**src/rtl/mc_ctrl.sv**
```systemverilog
// mc_ctrl: multi-cycle control sequencer for the RV64I core.
// Owns the instruction register and drives datapath enables, muxes and memory handshakes.
module mc_ctrl #(
   parameter int TIMEOUT = 15
) (
   input  logic        clk,
   input  logic        rst,
   output logic        imem_req,
   input  logic        imem_ready,
   input  logic [31:0] imem_rdata,
   output logic [31:0] ir_o,
   output logic        dmem_req,
   output logic        dmem_we,
   input  logic        dmem_ready,
   input  logic        zero_i,
   output logic [1:0]  alu_op,
   output logic        alu_src_a,
   output logic        alu_src_b,
   output logic [1:0]  wb_sel,
   output logic        rf_we,
   output logic        pc_we,
   output logic [1:0]  pc_src,
   output logic        retire_o,
   output logic        trap_o,
   output logic [1:0]  trap_cause
);

   localparam int CW = $clog2(TIMEOUT + 1);
   localparam logic [CW-1:0] LIMIT = CW'(TIMEOUT - 1);

   typedef enum logic [2:0] {
      S_IDLE, S_IF, S_ID, S_EX, S_MEM, S_WB, S_TRAP
   } state_t;

   state_t        state;
   logic [CW-1:0] cnt;

   logic [6:0] opc;
   logic [2:0] f3;
   logic is_lw, is_sw, is_addi, is_slti;
   logic is_auipc, is_beq, is_jal, is_jalr;
   logic legal;
   logic [1:0] sel_op;
   logic sel_a, sel_b;

   assign opc = ir_o[6:0];
   assign f3  = ir_o[14:12];

   assign is_lw    = (opc == 7'b0000011) && (f3 == 3'b010);
   assign is_addi  = (opc == 7'b0010011) && (f3 == 3'b000);
   assign is_slti  = (opc == 7'b0010011) && (f3 == 3'b010);
   assign is_beq   = (opc == 7'b1100011) && (f3 == 3'b000);
   assign is_sw    = (opc == 7'b0100011) && (f3 == 3'b010);
   assign is_jal   = (opc == 7'b1101111);
   assign is_auipc = (opc == 7'b0010111);
   assign is_jalr  = (opc == 7'b1100111) && (f3 == 3'b000);

   assign legal = is_lw | is_sw | is_addi | is_slti |
                  is_auipc | is_beq | is_jal | is_jalr;

   // ALU selects chosen in EX and held through MEM and WB
   assign sel_op = is_beq ? 2'd1 : (is_slti ? 2'd2 : 2'd0);
   assign sel_a  = is_auipc;
   assign sel_b  = ~(is_beq | is_jal);

   // State, instruction register, trap flags and request timeout counter
   always_ff @(posedge clk) begin
      if (rst) begin
         state      <= S_IDLE;
         ir_o       <= '0;
         trap_o     <= 1'b0;
         trap_cause <= 2'd0;
         cnt        <= '0;
      end else begin
         unique case (state)
            S_IDLE: begin
               state <= S_IF;
               cnt   <= '0;
            end
            S_IF: begin
               if (imem_ready) begin
                  ir_o  <= imem_rdata;
                  state <= S_ID;
               end else if (cnt == LIMIT) begin
                  trap_o     <= 1'b1;
                  trap_cause <= 2'd2;
                  state      <= S_TRAP;
               end else begin
                  cnt <= cnt + CW'(1);
               end
            end
            S_ID: begin
               if (legal) begin
                  state <= S_EX;
               end else begin
                  trap_o     <= 1'b1;
                  trap_cause <= 2'd1;
                  state      <= S_TRAP;
               end
            end
            S_EX: begin
               cnt <= '0;
               if (is_lw | is_sw)
                  state <= S_MEM;
               else if (is_beq | is_jal | is_jalr)
                  state <= S_IF;
               else
                  state <= S_WB;
            end
            S_MEM: begin
               if (dmem_ready) begin
                  cnt   <= '0;
                  state <= is_sw ? S_IF : S_WB;
               end else if (cnt == LIMIT) begin
                  trap_o     <= 1'b1;
                  trap_cause <= 2'd3;
                  state      <= S_TRAP;
               end else begin
                  cnt <= cnt + CW'(1);
               end
            end
            S_WB: begin
               cnt   <= '0;
               state <= S_IF;
            end
            S_TRAP: state <= S_TRAP;
            default: state <= S_IDLE;
         endcase
      end
   end

   // Datapath enables, muxes and requests decoded from state and ir_o
   always_comb begin
      imem_req  = 1'b0;
      dmem_req  = 1'b0;
      dmem_we   = 1'b0;
      alu_op    = 2'd0;
      alu_src_a = 1'b0;
      alu_src_b = 1'b0;
      wb_sel    = 2'd0;
      rf_we     = 1'b0;
      pc_we     = 1'b0;
      pc_src    = 2'd0;
      retire_o  = 1'b0;
      unique case (state)
         S_IF: imem_req = 1'b1;
         S_EX: begin
            alu_op    = sel_op;
            alu_src_a = sel_a;
            alu_src_b = sel_b;
            unique case (1'b1)
               is_beq: begin
                  pc_we    = 1'b1;
                  pc_src   = zero_i ? 2'd1 : 2'd0;
                  retire_o = 1'b1;
               end
               is_jal: begin
                  rf_we    = 1'b1;
                  wb_sel   = 2'd2;
                  pc_we    = 1'b1;
                  pc_src   = 2'd1;
                  retire_o = 1'b1;
               end
               is_jalr: begin
                  rf_we    = 1'b1;
                  wb_sel   = 2'd2;
                  pc_we    = 1'b1;
                  pc_src   = 2'd2;
                  retire_o = 1'b1;
               end
               default: ;
            endcase
         end
         S_MEM: begin
            alu_op    = sel_op;
            alu_src_a = sel_a;
            alu_src_b = sel_b;
            dmem_req  = 1'b1;
            dmem_we   = is_sw;
            if (dmem_ready && is_sw) begin
               pc_we    = 1'b1;
               retire_o = 1'b1;
            end
         end
         S_WB: begin
            alu_op    = sel_op;
            alu_src_a = sel_a;
            alu_src_b = sel_b;
            rf_we     = 1'b1;
            wb_sel    = is_lw ? 2'd1 : 2'd0;
            pc_we     = 1'b1;
            retire_o  = 1'b1;
         end
         default: ;
      endcase
   end

endmodule

```
**config.mk**
```make
export PLATFORM = sky130hd
export DESIGN_NAME = mc_ctrl
export DESIGN_NICKNAME = d
export VERILOG_FILES = /design/src/rtl/mc_ctrl.sv
export SDC_FILE = /design/constraint.sdc
export NUM_CORES = 1
export LEC_CHECK = 0
export ABC_AREA = 1
export CORE_ASPECT_RATIO = 1.2
export CORE_MARGIN = 5
export CORE_UTILIZATION = 42
export DETAILED_ROUTE_END_ITERATION = 16
export PLACE_DENSITY = 0.84
export SLEW_MARGIN = 5
export SYNTH_ARGS = -nofsm -noshare
export SYNTH_HDL_FRONTEND = slang
export SYNTH_SLANG_ARGS = --single-unit
export TNS_END_PERCENT = 1
```
**constraint.sdc**
```tcl
create_clock -name clk -period 1.5 [get_ports clk]
set_input_delay 0.15 -clock clk [delete_from_list [all_inputs] [get_ports clk]]
set_output_delay 0.15 -clock clk [all_outputs]
set_load 0.1 [all_outputs]
```
==> run_results.csv <==
group,metric,value,unit
logic_synthesis,syn_area_per_cell,7.03,um2
place,place_area,3670,um2
timing,rsz0062_at_grt,"true",
clock_tree,insertion_delay,0.30,ns
routing,postRouteAntennaNets,0,
layout,area_growth,98.3,%
place,dp_hpwl,5450,um
timing,fin_crit,1.96,ns
timing,period_share,1.31,
logic_synthesis,ys_seq_elements,42,
timing,setup_viol,22,
critical_path,cp_cell_sequence,"inv_4 > nand2_2 > nor2_4 > nand3_4 > nor2_4 > nand2_2 > nor2_4 > nand2_1 > o211ai_1 > buf_4 > buf_12",
clock_tree,cts_root_buf,"clkbuf_8",
worst_hold_path,holdCritStartpoint,"imem_rdata[1]",
logic_synthesis,synth_edf_count,0,
critical_path,cp_max_fo,4,
die,core-area,4630,um2
logic_synthesis,syn_nets,325,
die,ioPinCount,86,
grt,antenna_found_initial,0,
timing,setup_slack,-0.459,ns
critical_path,crit_start,"ir_o[3]",
routing,post_drt_wl_per_cell,17.4,um
run_status,violations,"setup timing",
critical_path,crit_top_cell,"nor2_4",
critical_path,critical-path-max-stage-delay,0.36,ns
grt,grt_max_degree,30,
critical_path,startpoint_type,"flip-flop",
logic_synthesis,synthFlopType,"dfxtp_1",
grt,grt_pass1_vias,2658,
routing,initialDrtViolationCount,236,
timing,report.final.slew_viol_count,0,
clock_tree,cts.sinks,42,
logic_synthesis,netlist_instances,286,
routing,drc_errors,0,
routing,drt-total-wl,7950,um
die,die_w,73.1,um
layout,diodes,0,
die,start_util,0.434,
layout,drive_gt1_frac,0.410,
grt,track_usage,0.240,
run_status,status,"complete, but fails checks",
power,total_power,0.00760,W
logic_synthesis,yosysWarnings,0,
clock_tree,cts_made_buffers,5,
place,io_buffer_count,85,
grt,grt_pass1_wl,11800,um
clock_tree,max-clock-path-buffers,2,
timing,skew,0.00639,ns
layout,nNetsFinal,438,
critical_path,worstSetupEndpointType,"output port",
die,die_h,85.8,um
grt,globalRouteOverflowTotal,0,
timing,max-slew-margin-rel,0.772,
place,dp_cells,445,
timing,max_freq,510,MHz
critical_path,rr_startpoint,"state[1]",
layout,final_cells,458,
critical_path,path_class,"flip-flop to output port",
job,cap_violations,0,
place,dp_slack,-0.249,ns
place,gp_congestion,0.924,
power,vdd.ir_drop.worst,0.00169,V
logic_synthesis,synth.distinct_cells,29,
logic_synthesis,synth_largest_area_cell,"dfxtp_1",
clock_tree,cts_tree,"done",
critical_path,cp_data_arrival_time,1.81,ns
die,num_rows,27,
logic_synthesis,yosysSeqAreaShare,0.418,
power,p_leak,1.60,nW
routing,viasPerCell,5.46,
die,dieArea,6270,um2
clock_tree,htree_num_levels,2,
routing,num_vias,2500,
logic_synthesis,synth_top_area_share,0.418,
clock_tree,path_clk_slew,0.08,ns
critical_path,crit_required,1.35,ns
logic_synthesis,synthArstFlopShare,0,
logic_synthesis,syn-cell-area,2010,um2
power,power.density,1910,nW/um2
layout,fin_area,3990,um2
critical_path,cpMaxStageDelayCell,"dfxtp_4",
routing,dr.pass1.iters,6,
timing,finalHoldViolations,0,
logic_synthesis,synth_area_leaders,"dfxtp_1, nand2_1, a21oi_1",
worst_hold_path,min_path_type,"input port to flip-flop",
layout,fin_util,0.861,
timing,worstMarginPinSlew,0.338,ns
-- layout by cell type (no fill, tap or decap), types with 2 or more instances in the layout --
cell             instances
inv_4                    4
buf_12                  51
buf_4                   33
dfxtp_4                  9
nand3_2                  4
dfxtp_1                 29
clkdlybuf4s50_1         36
o22ai_1                  2
clkbuf_8                 6
nor2_2                  13
inv_2                   10
o21ai_0                 12
dfxtp_2                  4
inv_1                   16
nor2_4                   6
a21oi_1                 39
nand3_1                 30
nor2_1                  11
nand2_1                 50
o21ai_1                  4
nand2_4                  4
ha_1                     2
nand2_2                  9
-- synthesized netlist by cell type, types with 2 or more instances --
master	number
a21oi_1	41
buf_1	2
buf_2	3
buf_4	5
clkbuf_1	5
dfxtp_1	42
ha_1	2
inv_1	22
inv_2	8
nand2_1	57
nand2_2	4
nand2_4	2
nand3_1	33
nand3_2	2
nor2_1	24
nor2_2	6
o21ai_0	12
o21ai_1	4
o22ai_1	2
-- path summary, 6_finish.rpt --
| path | slack [ns] | end | depth (start not counted) |
|---|---|---|---|
| worst max-delay path | -0.46 | retire_o | 11 |
| worst min-delay path | 0.41 | ir_o[1] | 3 |
| worst max register to register | -0.15 | cnt[2] | 10 |
| worst min register to register | 0.49 | trap_cause[1] | 2 |
-- sequential cells by signal (all words and copies together) (netlist names) --
register and cells:
state 3, ir_o 32, trap_cause 2, trap_o 1, cnt 4
-- metal layers --
metal | part of all wire | global-route usage | up-vias
met5 | 0 | 0 | -
met4 | 0.044 | 0.139 | 0
met3 | 0.066 | 0.0645 | 38
met2 | 0.55 | 0.448 | 117
met1 | 0.34 | 0.226 | 1179
li1 | - | - | 1166
-- kinds of logic (layout without fill, tap and decap cells) --
family	Yosys count	after routing	share of synthesized area
buffers and inverters	45	159	0.0953
and+or+nand+nor	131	131	0.295
AOI/OAI and AO/OA	65	65	0.175
adders and majority gates	2	2	0.0125
DFF	42	42	0.418
xor gates and xnor gates	1	1	0.00436
-- through the flow --
stage / hold slack, ns / TNS [ns]
floorplan: 0.307 / -12.24
global placement: 0.473 / -0.360
detailed placement: 0.478 / -0.587
CTS: 0.413 / -3.52
global route: 0.430 / -6.55
finish: 0.415 / -4.33
-- report_power, final --
part	switching, W	leakage (nW)	internal (W)	total (W)
Sequential	0.000283	0.351	0.00140	0.00168
Combinational	0.00316	1.18	0.00171	0.00487
Clock	0.000408	0.0696	0.000643	0.00105
Total	0.00385	1.60	0.00375	0.00760
-- critical path: cells and delay by family, from the launching register on --
family	cells	cell delay [ns]
and+or+nand+nor	7	0.67
buffers and inverters	3	0.38
DFF	1	0.36
AOI/OAI and AO/OA	1	0.08
-- area by class of cell --
type	count	area, um2
inverter	30	123
tap	58	72.6
clock buffer	7	108
fill	202	643
multi-input combinational	199	1130
clock inverter	1	30.0
timing repair buffer	121	1640
sequential	42	880
-- what timing repair did --
action                                 in CTS  in global routing
hold buffers                                0                  0
pin swaps                                   6                  3
resized for setup                          20                 24
setup buffers                               5                  0
setup endpoints to repair                  17                 28
endpoints found under the hold margin       0                  0
Note: power is estimated with default switching activity, not from simulation.
==> patch: new RTL, same flow settings <==
Change the parameter `TIMEOUT` from 15 to 14.
--- a/src/rtl/mc_ctrl.sv
+++ b/src/rtl/mc_ctrl.sv
@@ -3,3 +3,3 @@
 module mc_ctrl #(
-   parameter int TIMEOUT = 15
+   parameter int TIMEOUT = 14
 ) (
Function: same outputs for any inputs over 10 cycles, from zero or initial values and one cycle with rst high; that may be too few to reach the edited logic, so the function may still have changed.
==> patch against the original RTL <==
The run still ends with setup timing left; sequential cell count unchanged; first-iteration DRC count up 16%; setup slack worse by 70 ps; routed wire length up 8.6%; cell area up 0.38%; sequential share of layout area down 0.052 points; final cell count up 0.87%; area after synthesis down 0.68%; clock power down 29%; power down 2.7%; sequential power about the same; via count up 4.3%; synthesized cell count down 1.4%.
==> patch: results (changes against the original RTL) <==
| Metric | Value |
|---|---|
| Crit Path Max Fanout | `3 (-1)` |
| Root buffer cell | `clkbuf_8` |
| Placer congestion estimate | `0.951 (+2.9%)` |
| Top flop regs | `ir_o (32), cnt (4), state (3)` |
| Clock skew | `3.81 ps (-2.58 ps)` |
| Routed len/inst | `18.7 um (+7.6%)` |
| Initial antenna violation count | `0 (unchanged)` |
| Sequential area share after synthesis | `42.1% (+0.29 points)` |
| Warnings from Yosys | `0 (unchanged)` |
| Vias in the first global route | `2702 (+1.7%)` |
| Main synth FF type | `dfxtp_1` |
| IO Port Bufs | `85 (unchanged)` |
| Slowest cell on the critical path | `dfxtp_4` |
| Leakage | `1.63 nW (+1.8%)` |
| First-pass GRT wire length | `13100 um (+11%)` |
| Worst endpoint data arrival time | `1880 ps (+70 ps)` |
| Status | `finished, violations left` |
| Synth cell count leaders | `58 x nand2_1, 42 x a21oi_1, 42 x dfxtp_1, 34 x nand3_1, 25 x inv_1` |
| Pre-CTS setup slack | `-263 ps (-14.2 ps)` |
| Worst Hold Class | `in2reg` |
| HPWL Detailed | `5260 um (-3.6%)` |
| Worst IR Drop VDD | `1.48 mV (-13%)` |
| CTS clk-pin slew, worst paths | `80 ps (about the same)` |
| Synth top area cells | `dfxtp_1 42%, nand2_1 11%, a21oi_1 11%, nand3_1 8.5%, inv_1 4.7%` |
| CTS Buffer Depth | `2 (unchanged)` |
| Distinct cells, synth | `29 (unchanged)` |
| Syn_nets | `321 (-1.2%)` |
| Fin Setup TNS | `-5210 ps (-888 ps)` |
| Largest stage delay on the critical path | `360 ps (about the same)` |
| Total CTS buffers | `5 (unchanged)` |
| Post-DP Area | `3660 um^2 (-0.34%)` |
| Async SR Flop Fraction | `0% (unchanged)` |
| Failing checks | `setup timing` |
| Antenna diodes | `0 (unchanged)` |
| Endpoints failing setup | `23 (+4.5%)` |
| Worst-Skew Late Latency | `290 ps` |
| 1st-pass router iterations | `5 (-1)` |
| Pin count of the biggest net entering global routing | `39 (+30%)` |
| Final setup margin | `-530 ps (-70.2 ps)` |
| Layout cells sized above 1 | `40.3% (-0.65 points)` |
| DRT iter0 DRCs | `274 (+16%)` |
| Post-layout nets | `442 (+0.91%)` |
| Rel. slew slack | `76.6% (-0.65 points)` |
| Vias/cell | `5.65 (+3.4%)` |
| Fillers | `207 (+2.5%)` |
| H-tree depth | `2 (unchanged)` |
| Final ANT Viol Nets | `0 (unchanged)` |
| Global-route usage over all layers | `27.1% (+3.1 points)` |
==> patch: cell count changes after synthesis, sizes merged <==
| cell | unedited run | this run |
|---|---|---|
| a211oi | 1 | 0 |
| a31oi | 2 | 4 |
| nand3 | 35 | 36 |
| a21oi | 41 | 42 |
| o21ai | 17 | 15 |
| xnor2 | 0 | 1 |
| o21a | 0 | 1 |
| buf | 10 | 9 |
| nor2 | 30 | 26 |
| o2111a | 1 | 0 |
| nand2 | 63 | 62 |
| o211ai | 1 | 2 |
| inv | 30 | 29 |
==> patch: critical path: cells and delay by family (launching register included) <==
family                 cells  cell delay (ps)
AO/OA/AOI/OAI              1              100
flip-flops                 1              360
buffers and inverters      3              410
AND/OR/NAND/NOR            7              710
==> patch: worst paths after layout <==
check                 start  endpoint  slack, ps  cells after the start
max                ir_o[12]  retire_o       -530                     11
min          imem_rdata[17]  ir_o[17]        430                      3
max reg2reg        state[2]    cnt[2]       -170                      8
min reg2reg          trap_o    trap_o        500                      2
==> patch: cell families (layout without fill, tap and decap cells) <==
group / Yosys count / in the layout / share of synthesized area, %
and+or+nand+nor: 127 / 127 / 28.8
DFF: 42 / 42 / 42.1
AOI/OAI and AO/OA: 66 / 66 / 17.8
xor gates and xnor gates: 2 / 2 / 0.878
adders and majority gates: 2 / 2 / 1.25
buffers and inverters: 43 / 165 / 9.09
==> patch: where the power goes <==
group          switching [mW]  total (mW)  internal [mW]
logic                    3.20        4.98           1.78
clock network           0.380       0.743          0.362
registers               0.279        1.68           1.40
total                    3.86        7.40           3.54
==> patch: cell type report <==
class,instances,area share [%]
inverters,29,2.97
repair buffers,128,42.6
clock inverters,2,0.188
multi-input cells,197,28.3
clock buffers,6,2.06
well taps,58,1.81
flip-flops and latches,42,22.0
==> patch: layer usage <==
metal  track usage (%)  up-vias  wire (um)
met3              6.80       51        771
met5                 0        -          0
met1              27.3     1210       2850
met2              49.1      179       4470
li1                  -     1168          -
met4              15.6        0        531
==> patch: metrics by stage <==
| step | total power, mW | hold WS, ps | std cells | utilization (%) |
|---|---|---|---|---|
| after floorplan | 4.49 | 219 | 282 | - |
| after global routing | 7.65 | 438 | 462 | 87.1 |
| after CTS | 7.23 | 424 | 461 | 86.1 |
| after global placement | 6.07 | 458 | 443 | 79.6 |
| after detailed placement | 6.19 | 479 | 443 | 79.6 |
| final | 7.40 | 432 | 462 | 87.1 |
==> patch: timing repair <==
action	in CTS	in global routing
resized for setup	35	13
buffers inserted	10	1
pin swaps	10	3
gates cloned	0	0
setup endpoints to repair	23	31
